===== src/rtl/mips_pkg.sv =====
// mips_pkg: constants shared by the 5-stage MIPS pipeline.
//   CTRL_W           width of the decoded control word
//   CTRL_*           bit positions inside the control word, MSB first:
//                    {reg_write, mem_read, mem_write, mem_to_reg, alu_src,
//                     reg_dst, branch, alu_op[1:0]}
//   REG_ZERO         architectural $zero register index
package mips_pkg;

    localparam int unsigned CTRL_W         = 9;

    localparam int unsigned CTRL_REG_WRITE = 8;
    localparam int unsigned CTRL_MEM_READ  = 7;
    localparam int unsigned CTRL_MEM_WRITE = 6;
    localparam int unsigned CTRL_MEM_TO_REG = 5;
    localparam int unsigned CTRL_ALU_SRC   = 4;
    localparam int unsigned CTRL_REG_DST   = 3;
    localparam int unsigned CTRL_BRANCH    = 2;
    localparam int unsigned CTRL_ALU_OP    = 0;  // LSB of the 2-bit alu_op field
    localparam int unsigned CTRL_ALU_OP_W  = 2;

    localparam logic [4:0]  REG_ZERO       = 5'd0;

    typedef logic [CTRL_W-1:0] ctrl_t;

endpackage


===== src/rtl/load_use_detect.sv =====
// load_use_detect: combinational load-use hazard detection.
//   ex_valid, ex_mem_read, ex_rt   instruction currently held in ID/EX
//   id_rs, id_rt                   source fields of the instruction in IF/ID
//   id_uses_rs, id_uses_rt         whether IF/ID actually reads rs / rt
//   hz                             load in EX writes a register ID needs now
module load_use_detect
    import mips_pkg::*;
(
    input  logic       ex_valid,
    input  logic       ex_mem_read,
    input  logic [4:0] ex_rt,
    input  logic [4:0] id_rs,
    input  logic [4:0] id_rt,
    input  logic       id_uses_rs,
    input  logic       id_uses_rt,
    output logic       hz
);

    logic match_rs;
    logic match_rt;

    always_comb begin
        match_rs = id_uses_rs && (ex_rt == id_rs);
        match_rt = id_uses_rt && (ex_rt == id_rt);
        // $zero is never really written, so a load to it cannot create a dependency.
        hz = ex_valid && ex_mem_read && (ex_rt != REG_ZERO) && (match_rs || match_rt);
    end

endmodule


===== src/rtl/id_ex_stage.sv =====
// id_ex_stage: ID/EX pipeline register with load-use bubble insertion.
//   clk, rst_n              clock, asynchronous active-low reset
//   if_id_*                 decoded instruction fields, operands and control from ID
//   ctrl_in                 {reg_write, mem_read, mem_write, mem_to_reg, alu_src,
//                            reg_dst, branch, alu_op[1:0]}
//   flush                   squash the instruction entering EX
//   ext_stall               global freeze, all state holds
//   stall                   load-use stall, freezes PC and IF/ID
//   id_ex_*                 registered instruction presented to EX / forwarding
//   bubble_count            saturating count of inserted load-use bubbles
module id_ex_stage
    import mips_pkg::*;
#(
    parameter int unsigned DATA_W = 32,
    parameter int unsigned CNT_W  = 16
) (
    input  logic              clk,
    input  logic              rst_n,
    input  logic [4:0]        if_id_rs,
    input  logic [4:0]        if_id_rt,
    input  logic [4:0]        if_id_rd,
    input  logic              if_id_uses_rs,
    input  logic              if_id_uses_rt,
    input  logic [DATA_W-1:0] if_id_rdata1,
    input  logic [DATA_W-1:0] if_id_rdata2,
    input  logic [DATA_W-1:0] if_id_imm,
    input  logic [DATA_W-1:0] if_id_pc4,
    input  logic [CTRL_W-1:0] ctrl_in,
    input  logic              flush,
    input  logic              ext_stall,
    output logic              stall,
    output logic              id_ex_valid,
    output logic [4:0]        id_ex_rs,
    output logic [4:0]        id_ex_rt,
    output logic [4:0]        id_ex_rd,
    output logic [DATA_W-1:0] id_ex_rdata1,
    output logic [DATA_W-1:0] id_ex_rdata2,
    output logic [DATA_W-1:0] id_ex_imm,
    output logic [DATA_W-1:0] id_ex_pc4,
    output logic [CTRL_W-1:0] id_ex_ctrl,
    output logic              id_ex_reg_write,
    output logic              id_ex_mem_read,
    output logic [CNT_W-1:0]  bubble_count
);

    logic hz;

    load_use_detect u_detect (
        .ex_valid    (id_ex_valid),
        .ex_mem_read (id_ex_mem_read),
        .ex_rt       (id_ex_rt),
        .id_rs       (if_id_rs),
        .id_rt       (if_id_rt),
        .id_uses_rs  (if_id_uses_rs),
        .id_uses_rt  (if_id_uses_rt),
        .hz          (hz)
    );

    always_comb begin
        stall           = hz && !flush;
        id_ex_reg_write = id_ex_ctrl[CTRL_REG_WRITE];
        id_ex_mem_read  = id_ex_ctrl[CTRL_MEM_READ];
    end

    // Operand payload: meaningless whenever id_ex_valid is 0, so it simply
    // follows IF/ID on every edge that is not frozen.
    always_ff @(posedge clk or negedge rst_n) begin
        if (!rst_n) begin
            id_ex_rdata1 <= '0;
            id_ex_rdata2 <= '0;
            id_ex_imm    <= '0;
            id_ex_pc4    <= '0;
        end else if (flush || !ext_stall) begin
            id_ex_rdata1 <= if_id_rdata1;
            id_ex_rdata2 <= if_id_rdata2;
            id_ex_imm    <= if_id_imm;
            id_ex_pc4    <= if_id_pc4;
        end
    end

    // Validity, control, register fields and the bubble counter.
    always_ff @(posedge clk or negedge rst_n) begin
        if (!rst_n) begin
            id_ex_valid  <= 1'b0;
            id_ex_ctrl   <= '0;
            id_ex_rs     <= REG_ZERO;
            id_ex_rt     <= REG_ZERO;
            id_ex_rd     <= REG_ZERO;
            bubble_count <= '0;
        end else if (flush) begin
            id_ex_valid <= 1'b0;
            id_ex_ctrl  <= '0;
            id_ex_rs    <= if_id_rs;
            id_ex_rt    <= if_id_rt;
            id_ex_rd    <= if_id_rd;
        end else if (ext_stall) begin
            // Frozen: everything holds, including a pending hazard.
        end else if (hz) begin
            // Bubble: zeroed fields keep the forwarding unit from matching it.
            id_ex_valid <= 1'b0;
            id_ex_ctrl  <= '0;
            id_ex_rs    <= REG_ZERO;
            id_ex_rt    <= REG_ZERO;
            id_ex_rd    <= REG_ZERO;
            if (bubble_count != {CNT_W{1'b1}}) begin
                bubble_count <= bubble_count + 1'b1;
            end
        end else begin
            id_ex_valid <= 1'b1;
            id_ex_ctrl  <= ctrl_in;
            id_ex_rs    <= if_id_rs;
            id_ex_rt    <= if_id_rt;
            id_ex_rd    <= if_id_rd;
        end
    end

endmodule


===== config.mk =====
export PLATFORM = sky130hd
export DESIGN_NAME = id_ex_stage
export DESIGN_NICKNAME = d
export VERILOG_FILES = /design/src/rtl/mips_pkg.sv /design/src/rtl/load_use_detect.sv /design/src/rtl/id_ex_stage.sv
export SDC_FILE = /design/constraint.sdc
export NUM_CORES = 1
export LEC_CHECK = 0
export CORE_ASPECT_RATIO = 0.5
export CORE_MARGIN = 2
export CORE_UTILIZATION = 40
export CTS_CLUSTER_DIAMETER = 40
export CTS_CLUSTER_SIZE = 16
export DETAILED_ROUTE_END_ITERATION = 8
export PLACE_DENSITY = 0.82
export SLEW_MARGIN = 15
export SYNTH_ARGS = -nofsm -noshare
export SYNTH_HDL_FRONTEND = slang
export SYNTH_SLANG_ARGS = --single-unit

===== constraint.sdc =====
create_clock -name clk -period 2.8 [get_ports clk]
set_clock_uncertainty 0.2 [all_clocks]
set_input_delay 0.56 -clock clk [delete_from_list [all_inputs] [get_ports clk]]
set_output_delay 0.56 -clock clk [all_outputs]
set_load 0.005 [all_outputs]

After elaboration in Yosys (flattened, before gate mapping)
Index checks and enable logic that the tools add are counted.

storage, ports and cells
  bits in registers = 169
  bits of input ports = 158
  output and inout port bits = 172
  word-level logic and storage cells = 44

cells by class
  add/sub/neg operators = 1
  eq/ne operators = 4
  mux-type cells = 15
  bitwise logic cells = 2
  reduce and logical (&&, ||, !) cells = 12

operators with widths
  operator                 number
  $mux W5                  9
  $mux W9                  3
  $add A16 B1 Y16 const B  1
  $ne A16 B16 Y1 const B   1
  $eq A5 B5 Y1             2
  $logic_and A1 B1 Y1      6
  $reduce_bool A5 Y1       1
  $reduce_and A4 Y1        1
  $mux W1                  3
  $logic_not A1 Y1         2
  $logic_or A1 B1 Y1       2
  $ne A2 B2 Y1 const B     1
  $not A1 Y1               2

Logic depth before layout (Yosys ltp)
Gate-level depths: netlist of run 1.

  depth in word-level cells = 7
  depth in mapped cells = 8
  gate-level depth less buffers = 7

Cells and area by module
A second synthesis of run 1 with hierarchy kept.

second synthesis, totals
  cells, all modules = 694
  area total of the unflattened synthesis = 6,642.6 um^2

modules (own cells, without submodules)
  module           instances  cells an instance  area each (um^2)  seq. area each (um^2)
  id_ex_stage      1          677                6,507.5           4,229.1
  load_use_detect  1          17                 135.1             0.0

Worst setup path before layout of run 1
OpenSTA, ideal clock, no wires.

  path kind = input -> register
  from = input if_id_rt[1]
  to = register id_ex_rd[2]
  setup time = 121 ps
  arrival time = 1,856 ps
  data required time = 2,479 ps
  setup slack = 623 ps
  stages = 8
  path buffers = 2
  path through = xnor2_1 nand4_1 o22ai_4 a21oi_4 or2_1 buf_6 buf_12 a22o_1

between the ends
  cells in the longest elaborated chain, start to end = 7

ends and longest elaborated chain
  element               line                   RTL
  start, declared       id_ex_stage.sv:20      input logic [4:0] if_id_rt,
  $eq A5 B5 Y1          load_use_detect.sv:24  match_rt = id_uses_rt && (ex_rt == id_rt);
  $logic_and A1 B1 Y1   load_use_detect.sv:24
  $logic_or A1 B1 Y1    load_use_detect.sv:26  hz = ex_valid && ex_mem_read && (ex_rt != REG_ZERO) && (match_rs || match_rt);
  $logic_and A1 B1 Y1   load_use_detect.sv:26
  $mux W5               id_ex_stage.sv:98      end else if (hz) begin
  $mux W5               id_ex_stage.sv:96      end else if (ext_stall) begin
  $mux W5               id_ex_stage.sv:90      end else if (flush) begin
  end signal, assigned  id_ex_stage.sv:95      id_ex_rd <= if_id_rd;
  end signal, assigned  id_ex_stage.sv:113     id_ex_rd <= if_id_rd;
  end, declared         id_ex_stage.sv:35      output logic [4:0] id_ex_rd,

Every way passes these cells. The select of a mux whose other input is x is not followed.
A chain may end at the register's enable or synchronous reset.

Final worst setup path of run 1
  from = input if_id_rt[3]
  to = output stall

between the ends
  cells in the longest elaborated chain, start to end = 5

ends and longest elaborated chain
  element              line                   RTL
  $eq A5 B5 Y1         load_use_detect.sv:24
  $logic_and A1 B1 Y1  load_use_detect.sv:24
  $logic_or A1 B1 Y1   load_use_detect.sv:26
  $logic_and A1 B1 Y1  load_use_detect.sv:26
  $logic_and A1 B1 Y1  id_ex_stage.sv:60      stall = hz && !flush;
  end, declared        id_ex_stage.sv:31      output logic stall,

Every way passes these cells.

==> impl_metrics.json, run 1 <==
{
  "grt_overflow": 0,
  "syn-instance-count": 691,
  "syn-cell-area_sq_um": 6629,
  "vdd_drop_max_uv": 428.5,
  "finalInstanceArea_sq_um": 10850,
  "timing.final.crit_period_ns": 2.649,
  "synth-edff-count": 0,
  "fill_cells": 1280,
  "outcome": "finished clean",
  "seqPwrFrac": 0.461,
  "multiInputGateArea_sq_um": 2241,
  "cp-end-kind": "output pin",
  "gr-usage-all-layers": 0.2324,
  "synth_most_common_cell": "nand2_1",
  "grt_max_degree": 84,
  "hold_path.class": "reg -> reg",
  "cp_max_fo": 2,
  "whs_ns": 0.2647,
  "core_area_sq_um": 16310,
  "route.detailed.drc": 0,
  "grt_pass1_vias": 6119,
  "syn_to_final_growth_pct": 63.72,
  "maxCapViolCount": 0,
  "rsz0062_at_grt": "false",
  "final_hold_viol_count": 0,
  "grt_pass1_wl_microns": 31550,
  "avgSynthCellArea_sq_um": 9.593,
  "yosys.area.top_type": "dfrtp_1",
  "regArea_sq_um": 4230,
  "ys.flop_type": "dfrtp_1",
  "rows": 33,
  "num-nets-final": 1186,
  "antenna_cells": 0,
  "worst_ep_arrival_time_ns": 1.89,
  "root_buffer": "clkbuf_16",
  "reg2regPathDepth": 8,
  "drt-initial-drc-count": 390,
  "leakagePower_nw": 5.178,
  "grt_util_met2": 0.4185,
  "ant_nets": 0,
  "place_hpwl_microns": 15170,
  "cts_buffers": 17,
  "portBuffers": 329,
  "holdPathEnd": "id_ex_rdata1[27]",
  "num_vias": 5998,
  "htree_num_levels": 4,
  "die_h_microns": 95.03,
  "path_clk_slew_ns": 0.06,
  "maxSlewHeadroom": 0.6108,
  "gr-usage-met3": 0.05424,
  "r2r-end": "id_ex_rd[4]",
  "start_util": 0.4064,
  "via_per_inst": 4.734,
  "setup_viol": 0,
  "antenna_found_initial": 0,
  "drive_above_1_share": 0.07019,
  "async_flop_share": 1.000,
  "hold_path_startpoint": "id_ex_rdata1[27]",
  "syn_nets": 850,
  "p_sw_mw": 1.522,
  "yosysSeqAreaShare": 0.6380,
  "synth_common_cells": "nand2_1, dfrtp_1, clkbuf_1, xnor2_1, a22o_1",
  "first_pass_iters": 4,
  "clockBufferDepth": 2,
  "regToRegSetupSlack_ns": 0.44,
  "ios": 330,
  "die_width_microns": 186.1,
  "critical_path_class": "in -> out",
  "p_comb_frac": 0.173,
  "wl_microns": 20470,
  "cellPowerDensity_nw_per_um2": 546.1,
  "synthTopCellsByArea": "dfrtp_1, nand2_1, xnor2_1",
  "tightest_slew_ns": 0.5838,
  "dieArea_sq_um": 17680,
  "finalPower_mw": 5.927,
  "cts_sinks": 169,
  "hold_path_depth": 2,
  "clkPwrFrac": 0.367,
  "max_freq_mhz": 377.5,
  "cp-start-kind": "primary input",
  "gp_congestion": 0.8139,
  "grt_most_used_layer": "met2",
  "synth_seq_cells": 169,
  "synth_top_area_frac": 0.6380,
  "yosysWarnings": 0,
  "post-route-period-util": 0.9460,
  "slew_viol_final": 0,
  "swShare": 0.2568,
  "yosysUniqueCellTypes": 34,
  "wl_per_cell_microns": 16.15,
  "worstSkewPairLatency_ns": 0.42,
  "r2r_start": "id_ex_rt[0]",
  "grtUsageMet1": 0.2733,
  "intPower_mw": 4.405,
  "cp.required_ns": 2.04,
  "tritoncts": "built",
  "placed_area_sq_um": 10260
}
==> flip-flops by register name, indices dropped and copies added (netlist names) <==
name,flops
id_ex_imm,32
id_ex_rs,5
id_ex_pc4,32
id_ex_rdata1,32
id_ex_valid,1
id_ex_rdata2,32
id_ex_rt,5
bubble_count,16
id_ex_rd,5
id_ex_ctrl,9
==> critical path, cell delays in order <==
cell and delay, ns:
clkdlybuf4s50_1 0.51, xnor2_1 0.12, nand4_1 0.16, o22ai_4 0.22, nand2_2 0.09, nor2_1 0.10
clkbuf_2 0.13
==> per-layer routing <==
metal  share of wire  vias up
li1                -     2844
met1            0.40     2947
met2            0.53      165
met3           0.043       42
met4           0.026        0
met5               0        -
==> what timing repair did <==
action,4_1_cts,5_1_grt
hold endpoints to repair,26,0
resized for setup,3,6
hold buffers,1,0
pin swaps,1,2
setup endpoints to repair,1,1
buffers inserted,2,0
==> power by group through the flow <==
| stage | clock network [mW] | registers (mW) | logic [mW] |
|---|---|---|---|
| after global placement | 0 | 2.77 | 1.00 |
| after CTS | 2.23 | 2.73 | 1.03 |
| after detailed placement | 0 | 2.78 | 1.02 |
| final | 2.17 | 2.73 | 1.02 |
| after global routing | 2.34 | 2.75 | 1.11 |
| after floorplan | 0 | 2.78 | 0.253 |
==> worst max path at each step <==
stage / cells after the start / from / to
floorplan: 8 / if_id_rt[1] / id_ex_rd[2]
global placement: 7 / if_id_rt[1] / stall
detailed placement: 7 / if_id_rt[4] / stall
CTS: 7 / if_id_rs[2] / stall
global route: 7 / if_id_rt[3] / stall
finish: 7 / if_id_rt[3] / stall
==> cell type report <==
| class | count | share of cell area |
|---|---|---|
| clock buffer | 17 | 0.03920 |
| multi-input combinational | 485 | 0.2065 |
| inverter | 1 | 0.0003459 |
| clock inverter | 15 | 0.01072 |
| timing repair buffer | 353 | 0.3273 |
| tap | 227 | 0.02617 |
| sequential | 169 | 0.3898 |
==> placed cells by master, fill, tap and decap left out, drive strengths merged <==
master,count
a21oi,2
a22o,16
a32o,8
and3,2
and4,1
buf,24
clkbuf,18
clkdlybuf4s50,325
clkinv,7
clkinvlp,3
dfrtp,169
dlygate4sd3,1
dlymetal6s2s,2
ha,1
inv,6
mux2,1
nand2,394
nand3,7
nand3b,1
nand4,6
nand4b,1
nor2,8
nor2b,1
nor3,4
nor4,2
o22ai,1
o311a,2
or2,1
or3,1
xnor2,15
xor2,10
==> cells by family (layout without fill, tap and decap cells) <==
| group | after synthesis | count (layout) | share of synthesized area |
|---|---|---|---|
| buffers and inverters | 37 | 386 | 0.02944 |
| adder cells (fa/ha/maj) | 1 | 1 | 0.001887 |
| AND/OR/NAND/NOR | 429 | 429 | 0.2524 |
| flip-flops | 169 | 169 | 0.6380 |
| XOR/XNOR | 25 | 25 | 0.03303 |
| AO/OA/AOI/OAI | 29 | 29 | 0.04360 |
| multiplexers | 1 | 1 | 0.001699 |
==> through the flow <==
| step | instances | setup slack (ns) | TNS (ns) | utilization |
|---|---|---|---|---|
| after global placement | 1232 | -0.2717 | -0.3900 | 0.6293 |
| after CTS | 1267 | 0.01151 | 0 | 0.6647 |
| after detailed placement | 1232 | -0.2620 | -0.7823 | 0.6293 |
| after global routing | 1267 | 0.09506 | 0 | 0.6654 |
| after floorplan | 691 | 0.6233 | 0 | - |
| final | 1267 | 0.1511 | 0 | 0.6654 |
Note: power is estimated with default switching activity, not from simulation.
==> inputs of run 2 (changes only) <==
--- a/config.mk
+++ b/config.mk
@@ -12,6 +12,7 @@
 export CTS_CLUSTER_SIZE = 16
 export DETAILED_ROUTE_END_ITERATION = 8
 export PLACE_DENSITY = 0.82
+export REMOVE_ABC_BUFFERS = 1
 export SLEW_MARGIN = 15
 export SYNTH_ARGS = -nofsm -noshare
 export SYNTH_HDL_FRONTEND = slang
==> constraint.sdc (replaced) <==
create_clock -name clk -period 2.7 [get_ports clk]
set_clock_uncertainty 0.2 [all_clocks]
set_input_delay 0.54 -clock clk [delete_from_list [all_inputs] [get_ports clk]]
set_output_delay 0.54 -clock clk [all_outputs]
set_load 0.005 [all_outputs]
==> run 2 against run 1 <==
  * Worst setup slack worse by 0.019 ns
  * Sequential power rose by 4%
  * Via count down 0.32%
  * Clock power grew 9.7%
  * Register-to-register slack worse by 0.16 ns
  * Flip-flop and latch count is the same
  * First-iteration DRC count fell by 5.1%
  * Critical path depth unchanged
  * Final cell count up 0.16%
  * Count of clock-buffer cells in the layout rose by 3
  * Design area up 0.74%
  * Critical path type unchanged
  * Critical endpoint unchanged
==> impl_metrics.json, run 2 (synthesis results as in run 1) <==
{
  "hold_path.class": "in -> reg",
  "finalInstanceArea_sq_um": 10930,
  "grt_pass1_wl_microns": 31310,
  "critical_path_class": "in -> out",
  "finalPower_mw": 6.274,
  "placed_area_sq_um": 10280,
  "setup_viol": 0,
  "via_per_inst": 4.712,
  "drive_above_1_share": 0.07198,
  "first_pass_iters": 4,
  "p_sw_mw": 1.562,
  "antenna_cells": 0,
  "root_buffer": "clkbuf_16",
  "path_clk_slew_ns": 0.06,
  "tightest_slew_ns": 0.5167,
  "gp_congestion": 0.8900,
  "worst_ep_arrival_time_ns": 1.83,
  "cts_sinks": 169,
  "dp_cells": 1231,
  "syn_to_final_growth_pct": 64.93,
  "leakagePower_nw": 5.215,
  "gr-usage-all-layers": 0.2302,
  "cp-start-kind": "primary input",
  "timing.final.crit_period_ns": 2.568,
  "stdcell_count": 1269,
  "ant_nets": 0,
  "grt_pass1_vias": 6026,
  "final_cell_mix": "nand2_1, clkdlybuf4s50_1, dfrtp_1",
  "num_vias": 5979,
  "post-route-period-util": 0.9511,
  "wl_microns": 20410,
  "num-nets-final": 1188,
  "seqPwrFrac": 0.451,
  "tritoncts": "built",
  "cp.required_ns": 1.96,
  "max_freq_mhz": 389.4,
  "drt-initial-drc-count": 370,
  "cp_max_fo": 2,
  "swShare": 0.2489,
  "start_util": 0.4064,
  "dieArea_sq_um": 17680,
  "grt_max_degree": 91,
  "antenna_found_initial": 0,
  "maxSlewHeadroom": 0.6555,
  "htree_num_levels": 4,
  "ios": 330,
  "cpMaxStageDelayCell": "clkdlybuf4s50_1",
  "cts_buffers": 17,
  "vdd_drop_max_uv": 413.5,
  "grt_overflow": 0,
  "outcome": "finished clean",
  "die_width_microns": 186.1,
  "clockBufferDepth": 2,
  "maxCapViolCount": 0,
  "cellPowerDensity_nw_per_um2": 573.8,
  "final_hold_viol_count": 0,
  "crit_chain": "clkdlybuf4s50_1 -> xnor2_1 -> nand4_1 -> o22ai_4 -> nand2_2 -> nor2_1 -> clkbuf_2",
  "slew_viol_final": 0,
  "clkPwrFrac": 0.379,
  "worstSkewPairLatency_ns": 0.41,
  "core_area_sq_um": 16310,
  "portBuffers": 329,
  "fin_util": 0.6703,
  "die_h_microns": 95.03,
  "route.detailed.drc": 0,
  "intPower_mw": 4.712,
  "wl_per_cell_microns": 16.08,
  "place_hpwl_microns": 14790,
  "cp-end-kind": "output pin",
  "slowest_delay_ns": 0.50,
  "rows": 33,
  "rsz0062_at_grt": "false",
  "p_comb_frac": 0.171,
  "final_common_cell": "nand2_1"
}
run 2: cell count changes in the layout (fill, tap and decap cells not counted), sizes merged:
cell / change
buf: +2
bufinv: +1
clkbuf: +3
clkdlybuf4s50: -1
clkinv: -1
clkinvlp: +1
dlymetal6s2s: +1
inv: -4
run 2: final timing paths:
check | startpoint | end | slack, ns | cells after the start
worst max register to register | id_ex_rt[2] | bubble_count[1] | 0.28 | 7
max in group asynchronous | rst_n | id_ex_rdata2[24] | 1.19 | 3
worst min-delay path | if_id_rt[1] | id_ex_rt[1] | 0.22 | 2
min in group asynchronous | rst_n | id_ex_rdata1[0] | 0.46 | 2
worst min register to register | id_ex_imm[31] | id_ex_imm[31] | 0.26 | 2
worst max-delay path | if_id_rt[0] | stall | 0.13 | 7
run 2: per-layer routing:
metal / part of all wire / global-route usage
met5: 0 / 0
met4: 0.025 / 0.08202
met3: 0.045 / 0.04813
met2: 0.52 / 0.4142
met1: 0.41 / 0.2771
run 2: critical path, delay by kind of cell:
kind,cells,cell delay (ns)
buffers and inverters,2,0.62
xor gates and xnor gates,1,0.13
and+or+nand+nor,3,0.32
AOI/OAI and AO/OA,1,0.22
run 2: final cells by class:
class                           instances  area, sq um
Clock buffer                           20        456.7
Clock inverter                         12        117.6
Fill cell                            1247         5376
Inverter                                1        3.754
Multi-Input combinational cell        485         2246
Sequential cell                       169         4230
Tap cell                              227        284.0
Timing Repair Buffer                  355         3595
run 2: repair_timing:
action	4_1_cts	5_1_grt
setup endpoints to repair	1	1
hold endpoints to repair	47	0
gates resized for setup	5	6
pin swaps	4	2
hold buffers	1	0
setup buffers	5	0
run 2: stage by stage:
step	setup WS [ns]	hold slack, ns	TNS, ns
6_report	0.1319	0.2223	0
3_3_place_gp	-0.2880	0.2485	-0.3162
3_5_place_dp	-0.2717	0.2543	-0.3113
4_1_cts	0.005741	0.2686	0
5_1_grt	0.01904	0.2288	0
2_1_floorplan	-3.631	0.04441	-501.20
run 2: power groups by stage:
stage / Clock [mW] / Combinational [mW] / Sequential [mW]
6_report: 2.38 / 1.07 / 2.83
5_1_grt: 2.54 / 1.17 / 2.85
4_1_cts: 2.42 / 1.08 / 2.83
3_5_place_dp: 0 / 1.06 / 2.88
3_3_place_gp: 0 / 1.05 / 2.86
2_1_floorplan: 0 / 0.265 / 2.88
